## config.mk

```make
export PLATFORM = sky130hd
export DESIGN_NAME = k_msg_serializer
export DESIGN_NICKNAME = d
export VERILOG_FILES = /design/src/rtl/k_msg_pkg.sv /design/src/rtl/k_msg_xor_acc.sv /design/src/rtl/k_msg_serializer.sv
export SDC_FILE = /design/constraint.sdc
export NUM_CORES = 1
export LEC_CHECK = 0
export BUFFER_PORTS_ARGS = -buffer_cell sky130_fd_sc_hd__buf_2
export CAP_MARGIN = 40
export CORE_UTILIZATION = 54
export CTS_BUF_LIST = sky130_fd_sc_hd__clkbuf_16
export DETAILED_ROUTE_END_ITERATION = 10
export HOLD_SLACK_MARGIN = 0.05
export PLACE_DENSITY_LB_ADDON = 0.15
export SLEW_MARGIN = 25
export SYNTH_ARGS = -nofsm -noshare
export SYNTH_HDL_FRONTEND = slang
export SYNTH_HIERARCHICAL = 1
export SYNTH_SLANG_ARGS = --single-unit
export TNS_END_PERCENT = 10
```

## constraint.sdc

```tcl
create_clock -name clk -period 2.35 [get_ports clk]
set_clock_uncertainty 0.15 [all_clocks]
set_input_delay 0.235 -clock clk [delete_from_list [all_inputs] [get_ports clk]]
set_output_delay 0.235 -clock clk [all_outputs]
set_load 0.1 [all_outputs]
```

## src/rtl/k_msg_pkg.sv

```systemverilog
// Shared definitions for the "k" message serializer: state encoding, defaults,
// and body-length helpers derived from the field width.
package k_msg_pkg;

   typedef enum logic [1:0] {
      ST_IDLE = 2'd0,
      ST_HDR  = 2'd1,
      ST_BODY = 2'd2,
      ST_CSUM = 2'd3
   } k_state_t;

   localparam int unsigned K_FIELD_BITS = 32;
   localparam logic [7:0]  K_TYPE_CODE  = 8'h6B;
   localparam int unsigned K_MSG_CNT_W  = 16;

   function automatic int unsigned body_bytes(input int unsigned field_bits);
      return (4 * field_bits) / 8;
   endfunction

   function automatic int unsigned byte_cnt_w(input int unsigned field_bits);
      return $clog2(body_bytes(field_bits));
   endfunction

endpackage

```

## src/rtl/k_msg_xor_acc.sv

```systemverilog
// 8-bit XOR accumulator with synchronous clear and enable; builds the
// message checksum byte.
module k_msg_xor_acc (
   input  logic       clk,
   input  logic       rst_n,
   input  logic       clr,
   input  logic       en,
   input  logic [7:0] din,
   output logic [7:0] acc
);

   always_ff @(posedge clk or negedge rst_n) begin
      if (!rst_n) begin
         acc <= '0;
      end else if (clr) begin
         acc <= '0;
      end else if (en) begin
         acc <= acc ^ din;
      end
   end

endmodule

```

## src/rtl/k_msg_serializer.sv

```systemverilog
// Serializes one "k" message (OP1..OP4) into a valid/ready byte stream:
// type byte, then fields MSB-first. Optional trailing XOR checksum under K_MSG_CHECKSUM_EN.
//
// state   | meaning
// --------+---------------------------------------------------------
// ST_IDLE | waiting for a field set, fld_ready high
// ST_HDR  | presenting TYPE_CODE with tx_sop
// ST_BODY | presenting body bytes from the top of the shift register
// ST_CSUM | presenting checksum byte with tx_eop (checksum builds only)
module k_msg_serializer
   import k_msg_pkg::*;
#(
   parameter int unsigned             FIELD_BITS    = K_FIELD_BITS,
   parameter logic [7:0]              TYPE_CODE     = K_TYPE_CODE,
   // Reset value of msg_count; nonzero only to exercise the wrap without 64k messages.
   parameter logic [K_MSG_CNT_W-1:0]  MSG_COUNT_RST = '0
) (
   input  logic                    clk,
   input  logic                    rst_n,
   input  logic                    fld_valid,
   output logic                    fld_ready,
   input  logic [FIELD_BITS-1:0]   op1,
   input  logic [FIELD_BITS-1:0]   op2,
   input  logic [FIELD_BITS-1:0]   op3,
   input  logic [FIELD_BITS-1:0]   op4,
   output logic [7:0]              tx_data,
   output logic                    tx_valid,
   input  logic                    tx_ready,
   output logic                    tx_sop,
   output logic                    tx_eop,
   output logic                    busy,
   output logic [K_MSG_CNT_W-1:0]  msg_count
);

   localparam int unsigned     BODY_BYTES = body_bytes(FIELD_BITS);
   localparam int unsigned     BC_W       = byte_cnt_w(FIELD_BITS);
   localparam int unsigned     SR_W       = 4 * FIELD_BITS;
   localparam logic [BC_W-1:0] LAST_IDX   = BC_W'(BODY_BYTES - 1);

   k_state_t               state_q;
   k_state_t               state_d;
   logic [SR_W-1:0]        shreg_q;
   logic [BC_W-1:0]        byte_cnt_q;
   logic [K_MSG_CNT_W-1:0] msg_count_q;
   logic                   load;
   logic                   xfer;
   logic                   last_body;

   assign fld_ready = (state_q == ST_IDLE);
   assign busy      = (state_q != ST_IDLE);
   assign msg_count = msg_count_q;
   assign load      = fld_valid && fld_ready;
   assign xfer      = tx_valid && tx_ready;
   assign last_body = (state_q == ST_BODY) && (byte_cnt_q == LAST_IDX);

`ifdef K_MSG_CHECKSUM_EN
   logic [7:0] csum;

   k_msg_xor_acc u_xor_acc (
      .clk   (clk),
      .rst_n (rst_n),
      .clr   (load),
      .en    (xfer && ((state_q == ST_HDR) || (state_q == ST_BODY))),
      .din   (tx_data),
      .acc   (csum)
   );
`endif

   always_comb begin
      state_d  = state_q;
      tx_valid = 1'b0;
      tx_data  = '0;
      tx_sop   = 1'b0;
      tx_eop   = 1'b0;
      case (state_q)
         ST_IDLE: begin
            if (load) state_d = ST_HDR;
         end
         ST_HDR: begin
            tx_valid = 1'b1;
            tx_data  = TYPE_CODE;
            tx_sop   = 1'b1;
            if (tx_ready) state_d = ST_BODY;
         end
         ST_BODY: begin
            tx_valid = 1'b1;
            tx_data  = shreg_q[SR_W-1 -: 8];
`ifdef K_MSG_CHECKSUM_EN
            if (tx_ready && last_body) state_d = ST_CSUM;
`else
            tx_eop   = last_body;
            if (tx_ready && last_body) state_d = ST_IDLE;
`endif
         end
         ST_CSUM: begin
`ifdef K_MSG_CHECKSUM_EN
            tx_valid = 1'b1;
            tx_data  = csum;
            tx_eop   = 1'b1;
            if (tx_ready) state_d = ST_IDLE;
`else
            state_d  = ST_IDLE;
`endif
         end
         default: state_d = ST_IDLE;
      endcase
   end

   always_ff @(posedge clk or negedge rst_n) begin
      if (!rst_n) begin
         state_q     <= ST_IDLE;
         shreg_q     <= '0;
         byte_cnt_q  <= '0;
         msg_count_q <= MSG_COUNT_RST;
      end else begin
         state_q <= state_d;
         if (load) begin
            shreg_q    <= {op1, op2, op3, op4};
            byte_cnt_q <= '0;
         end else if (xfer && (state_q == ST_BODY)) begin
            shreg_q    <= {shreg_q[SR_W-9:0], 8'h00};
            byte_cnt_q <= byte_cnt_q + BC_W'(1);
         end
         if (xfer && tx_eop) msg_count_q <= msg_count_q + K_MSG_CNT_W'(1);
      end
   end

endmodule

```

[Word-level counts from Yosys, hierarchy flattened]
Cells that the tools add are included.
Word-level totals
  register bits after elaboration: 150
  output and inout port bits: 29
Operators by class
  add/subtract/negate cells: 2
  multiplexer cells: 12
  reductions and logical operators: 11
  equality and inequality tests: 7
Operators by type and width (number)
  128-bit two-way mux: 2
  16-bit by 1-bit adder with 16-bit output (second input constant): 1
  8-bit case mux with 2 select lines: 1
  4-bit two-way mux: 2
  2-bit case mux with 4 select lines: 1
  1-bit logical AND: 6
  2-bit two-way mux: 3
  4-bit by 1-bit adder with 4-bit output (second input constant): 1
  2-bit == test (second input constant): 2
  4-bit == test (second input constant): 1
  2-bit != test (second input constant): 2
  2-bit nonzero test: 2
  1-bit two-way mux: 3
  3-bit AND reduction: 1
  2-bit by 1-bit == test with 1-bit output (second input constant): 1
  2-bit zero test: 1
  2-bit by 1-bit != test with 1-bit output (second input constant): 1
  2-bit OR reduction: 1

[Logic depth before layout (Yosys ltp)]
  depth after elaboration: 7
  depth in mapped cells: 9

[Least setup slack after synthesis]
Ideal clock, no wire load.
  kind: reg-to-output
  from: reg state_q[0]
  to: out tx_data[0]
  setup slack: -0.975 ns
  arrival: 2.940 ns
  cell stages (with the launch flop): 5
  cells stage by stage: dfrtp_1 inv_1 ha_1 buf_4 nor2b_1
On the way
  cells in the longest elaborated chain, start to end: 2
  elaborated cells between the ends (all ways): 3
  classes of those cells: eq/ne: 2; mux: 1
RTL lines
  start, declared: RTL line k_msg_serializer.sv:40  | k_state_t state_q;
  start signal, assigned: RTL line k_msg_serializer.sv:116  | state_q <= state_d;
  2-bit == test / 2-bit by 1-bit == test with 1-bit output (equally long branches): RTL line k_msg_serializer.sv:75  | case (state_q)
  8-bit case mux with 2 select lines (*): RTL line k_msg_serializer.sv:75
  end, declared: RTL line k_msg_serializer.sv:26  | output logic [7:0] tx_data,
Every way passes the cells marked *; elsewhere a longest branch is shown, timed or not.

[Worst setup path after layout]
  from: reg state_q[0]
  to: out tx_data[2]
The elaborated chain is that of the path after synthesis.

==> summary.md <==
| Metric | Value |
|---|---|
| Total gr overflow | `0` |
| Leak pwr | `4.328 nW` |
| Synthesized net count | `803` |
| DRT Pass-1 Iters | `5` |
| Synthesized area per cell | `10.61 sq um` |
| CP Class | `flop to output port` |
| Core Box Area | `12670 sq um` |
| Max_cap viols | `0` |
| Final hold vios | `0` |
| CP Depth | `5` |
| Most used cell, CP | `buf_4` |
| Post-synth cell types | `29` |
| FF-to-FF path depth | `6` |
| Status | `complete, no violations` |
| Setup ws final | `0.06324 ns` |
| CP Max Fanout | `11` |
| Worst relative slew slack | `0.6100` |
| Hold WC Path Type | `primary input to flop` |
| Initial antenna violation count | `0` |
| Largest net degree at the start of global routing | `roughly 120` |
| N_diodes | `0` |
| Share of cells above drive strength 1 | `0.2268` |
| I/O pins | `~160` |
| Worst Setup SP | `state_q[0]$_DFFE_PN0P_` |
| Die width | `116.2 microns` |
| Ys Warns | `6` |
| Reg-to-reg critical path endpoint | `shreg_q[50]$_DFFE_PN0P_` |
| Die Y | `116.2 microns` |
| CTS sink count | `150` |
| Vias in the first global route | `6122` |
| Reg clk slew, reported paths | `0.06 ns` |
| Total negative slack | `0 ns` |
| VDD IR max | `about 0.00056 V` |
| Number of synthesized register bits | `150` |
| Nets | `1074` |
| CP Capture Type | `output port` |
| P per Cell Area | `approximately 1100 nW/um^2` |
| WL final | `18210 microns` |
| First-pass GRT wire length | `between 20000 and 30000 microns` |
| Worst Hold Launch | `fld_valid` |
| Routed Antenna Nets | `0` |
| Via Count | `5890` |
| CP Cell Sequence | `inv_1 > ha_1 > buf_4 > and3_1 > buf_4` |
| Delay-heaviest family, CP | `buffers and inverters` |
| Worst Path Arrival | `between 1.5 and 2 ns` |
| WHS | `approximately 0.094 ns` |
| DR vias/cell | `5.259` |
| RePlAce Congestion | `0.7763` |
| Slew Limit Fails | `0` |
| CTS max path bufs | `2` |
| CP Buf/Inv Count | `3` |
| Crit-path max cell delay | `0.42 ns` |
| R2R Setup Slk | `0.18 ns` |
| Area Overhead vs Synth | `39.67%` |
| IO Port Bufs | `between 150 and 200` |
| Comb pwr share | `0.369` |
| Detail Placement HPWL | `10320 microns` |
| Mapped cell area | `7046 sq um` |
| Critical Path Source Type | `flop` |
| Dpl ws | `0.2787 ns` |
| Worst-skew pair later-pin latency | `0.42 ns` |
| Final setup fails | `0` |
| Root buf cell | `clkbuf_16` |
| # Post-CTS Setup Buffers | `0` |
| Post-DP Area | `7934 sq um` |
| GRT Overall Usage | `0.2842` |
| Routed wire per std cell | `16.26 microns` |
| Critical Path Slowest Stage Cell | `dfrtp_1` |
| Cell Int Power | `6.913 mW` |
| Fmax | `~440 MHz` |
| Starting density of the core | `0.5560` |
| Reg-to-reg startpoint | `state_q[0]$_DFFE_PN0P_` |
| Sequential Power Share | `0.394` |
| Clock share of power | `0.237` |
| Fin crit share | `0.9731` |
| End-of-flow core utilization | `0.7766` |
| TritonCTS clock tree | `built` |
| Synth Instances | `about 660` |
| Sequential cell area fraction in the yosys report | `0.5328` |
| Row count | `41` |
| Drt drc | `0` |
| Number of DRC markers in iteration 0 | `459` |
| Sw power | `about 4.3 mW` |
| Die area | `13510 sq um` |
| Critical path data required time | `1.97 ns` |
| Final worst path period need | `2.287 ns` |
| Worst setup endpoint | `tx_data[2]` |
| H-tree depth | `4` |
| Sw Ratio | `0.3816` |
| Least-Margin Pin Slew | `around 0.58 ns` |
| Final Cell Area | `9841 sq um` |
| Cts bufs inserted | `17` |
## registers in the layout, summed over array words and instances (netlist names)
register	cells
shreg_q	128
msg_count	16
byte_cnt_q	4
state_q	2
## power by group through the flow
stage	clock network (mW)	registers, mW	logic, mW
floorplan	0	4.11	3.25
global placement	0	4.35	3.65
detailed placement	0	4.39	3.80
CTS	2.69	4.37	4.02
global route	2.81	4.49	4.53
finish	2.65	4.40	4.12
## per-layer routing
metal	share of wire	GRT usage	wire, microns	vias up
met3	0.041	0.06020	752	43
met2	0.52	0.4931	9385	194
li1	-	-	-	2828
met4	0.024	0.1248	429	0
met1	0.42	0.3413	7640	2825
met5	0	0	0	-
## worst reg2reg max path, delay by kind of cell (launching register included)
family	cells	cell delay (ns)
fa+ha+maj	1	0.34
simple gates	1	0.23
buf+inv	2	0.46
flops	1	0.40
mux	1	0.36
compound gates	1	0.10
## worst min path at each step
stage / endpoint / slack, ns / depth (start not counted)
floorplan: byte_cnt_q[0]$_DFFE_PN0P_ / -0.21 / 0
global placement: shreg_q[110]$_DFFE_PN0P_ / 0.11 / 1
detailed placement: shreg_q[110]$_DFFE_PN0P_ / 0.12 / 1
CTS: byte_cnt_q[0]$_DFFE_PN0P_ / 0.08 / 3
global route: byte_cnt_q[0]$_DFFE_PN0P_ / 0.1 / 3
finish: byte_cnt_q[0]$_DFFE_PN0P_ / 0.09 / 3
## placed cells by master, fill, tap and decap left out, types with 7 or more instances in the layout
cell / Yosys / routed
dlygate4sd3_1: 0 / 129
nand2_1: 144 / 144
o21ai_1: 78 / 78
buf_2: 14 / 150
clkbuf_16: 0 / 17
dfrtp_1: 150 / 150
xnor2_1: 13 / 13
buf_4: 7 / 7
mux2i_1: 120 / 120
o21ai_0: 50 / 50
## metrics by stage
step / power (mW) / cells
after global routing: 11.83 / 1120
final: 11.18 / 1120
after detailed placement: 8.192 / 959
after global placement: 8.004 / 959
after CTS: 11.08 / 1120
after floorplan: 7.357 / 664
## synth_stat cells (all sizes together)
cell | instances | share of area
a21boi | 1 | 0.0011
a21oi | 6 | 0.0043
and2 | 1 | 0.00089
and3 | 5 | 0.0044
and4 | 1 | 0.0012
buf | 30 | 0.037
clkbuf | 16 | 0.0085
dfrtp | 150 | 0.53
ha | 7 | 0.012
inv | 5 | 0.0027
mux2 | 3 | 0.0048
mux2i | 120 | 0.17
nand2 | 144 | 0.077
nand3 | 6 | 0.0057
nand4 | 7 | 0.0071
nor2 | 6 | 0.0032
nor2b | 5 | 0.0044
nor3 | 2 | 0.0021
nor4 | 2 | 0.0060
o21ai | 128 | 0.091
o22a | 1 | 0.0012
xnor2 | 13 | 0.016
xor2 | 5 | 0.0062
## cells by family (layout without fill, tap and decap cells)
group	Yosys count	count (layout)	share of synthesized area
and+or+nand+nor	179	179	0.1119
adders and majority gates	7	7	0.01243
buffers and inverters	51	335	0.04777
muxes	123	123	0.1753
xor gates and xnor gates	18	18	0.02238
AOI/OAI and AO/OA	136	136	0.09750
DFF	150	150	0.5328
## what timing repair did
item / 4_1_cts / 5_1_grt
hold buffers: 129 / 0
endpoints found under the hold margin: 187 / 0
pin swaps: 0 / 0
endpoints found under the setup margin: 9 / 5
gates resized for setup: 9 / 6
## area by class of cell
cell class                 count  area [sq um]
fill                         849          2830
clock inverter                15         145.1
sequential                   150          3754
clock buffer                  17         425.4
tap                          172         215.2
inverter                       5         22.52
timing repair buffer         298          2286
multi-input combinational    463          2993
No activity file was read; power rests on OpenSTA's default activity.
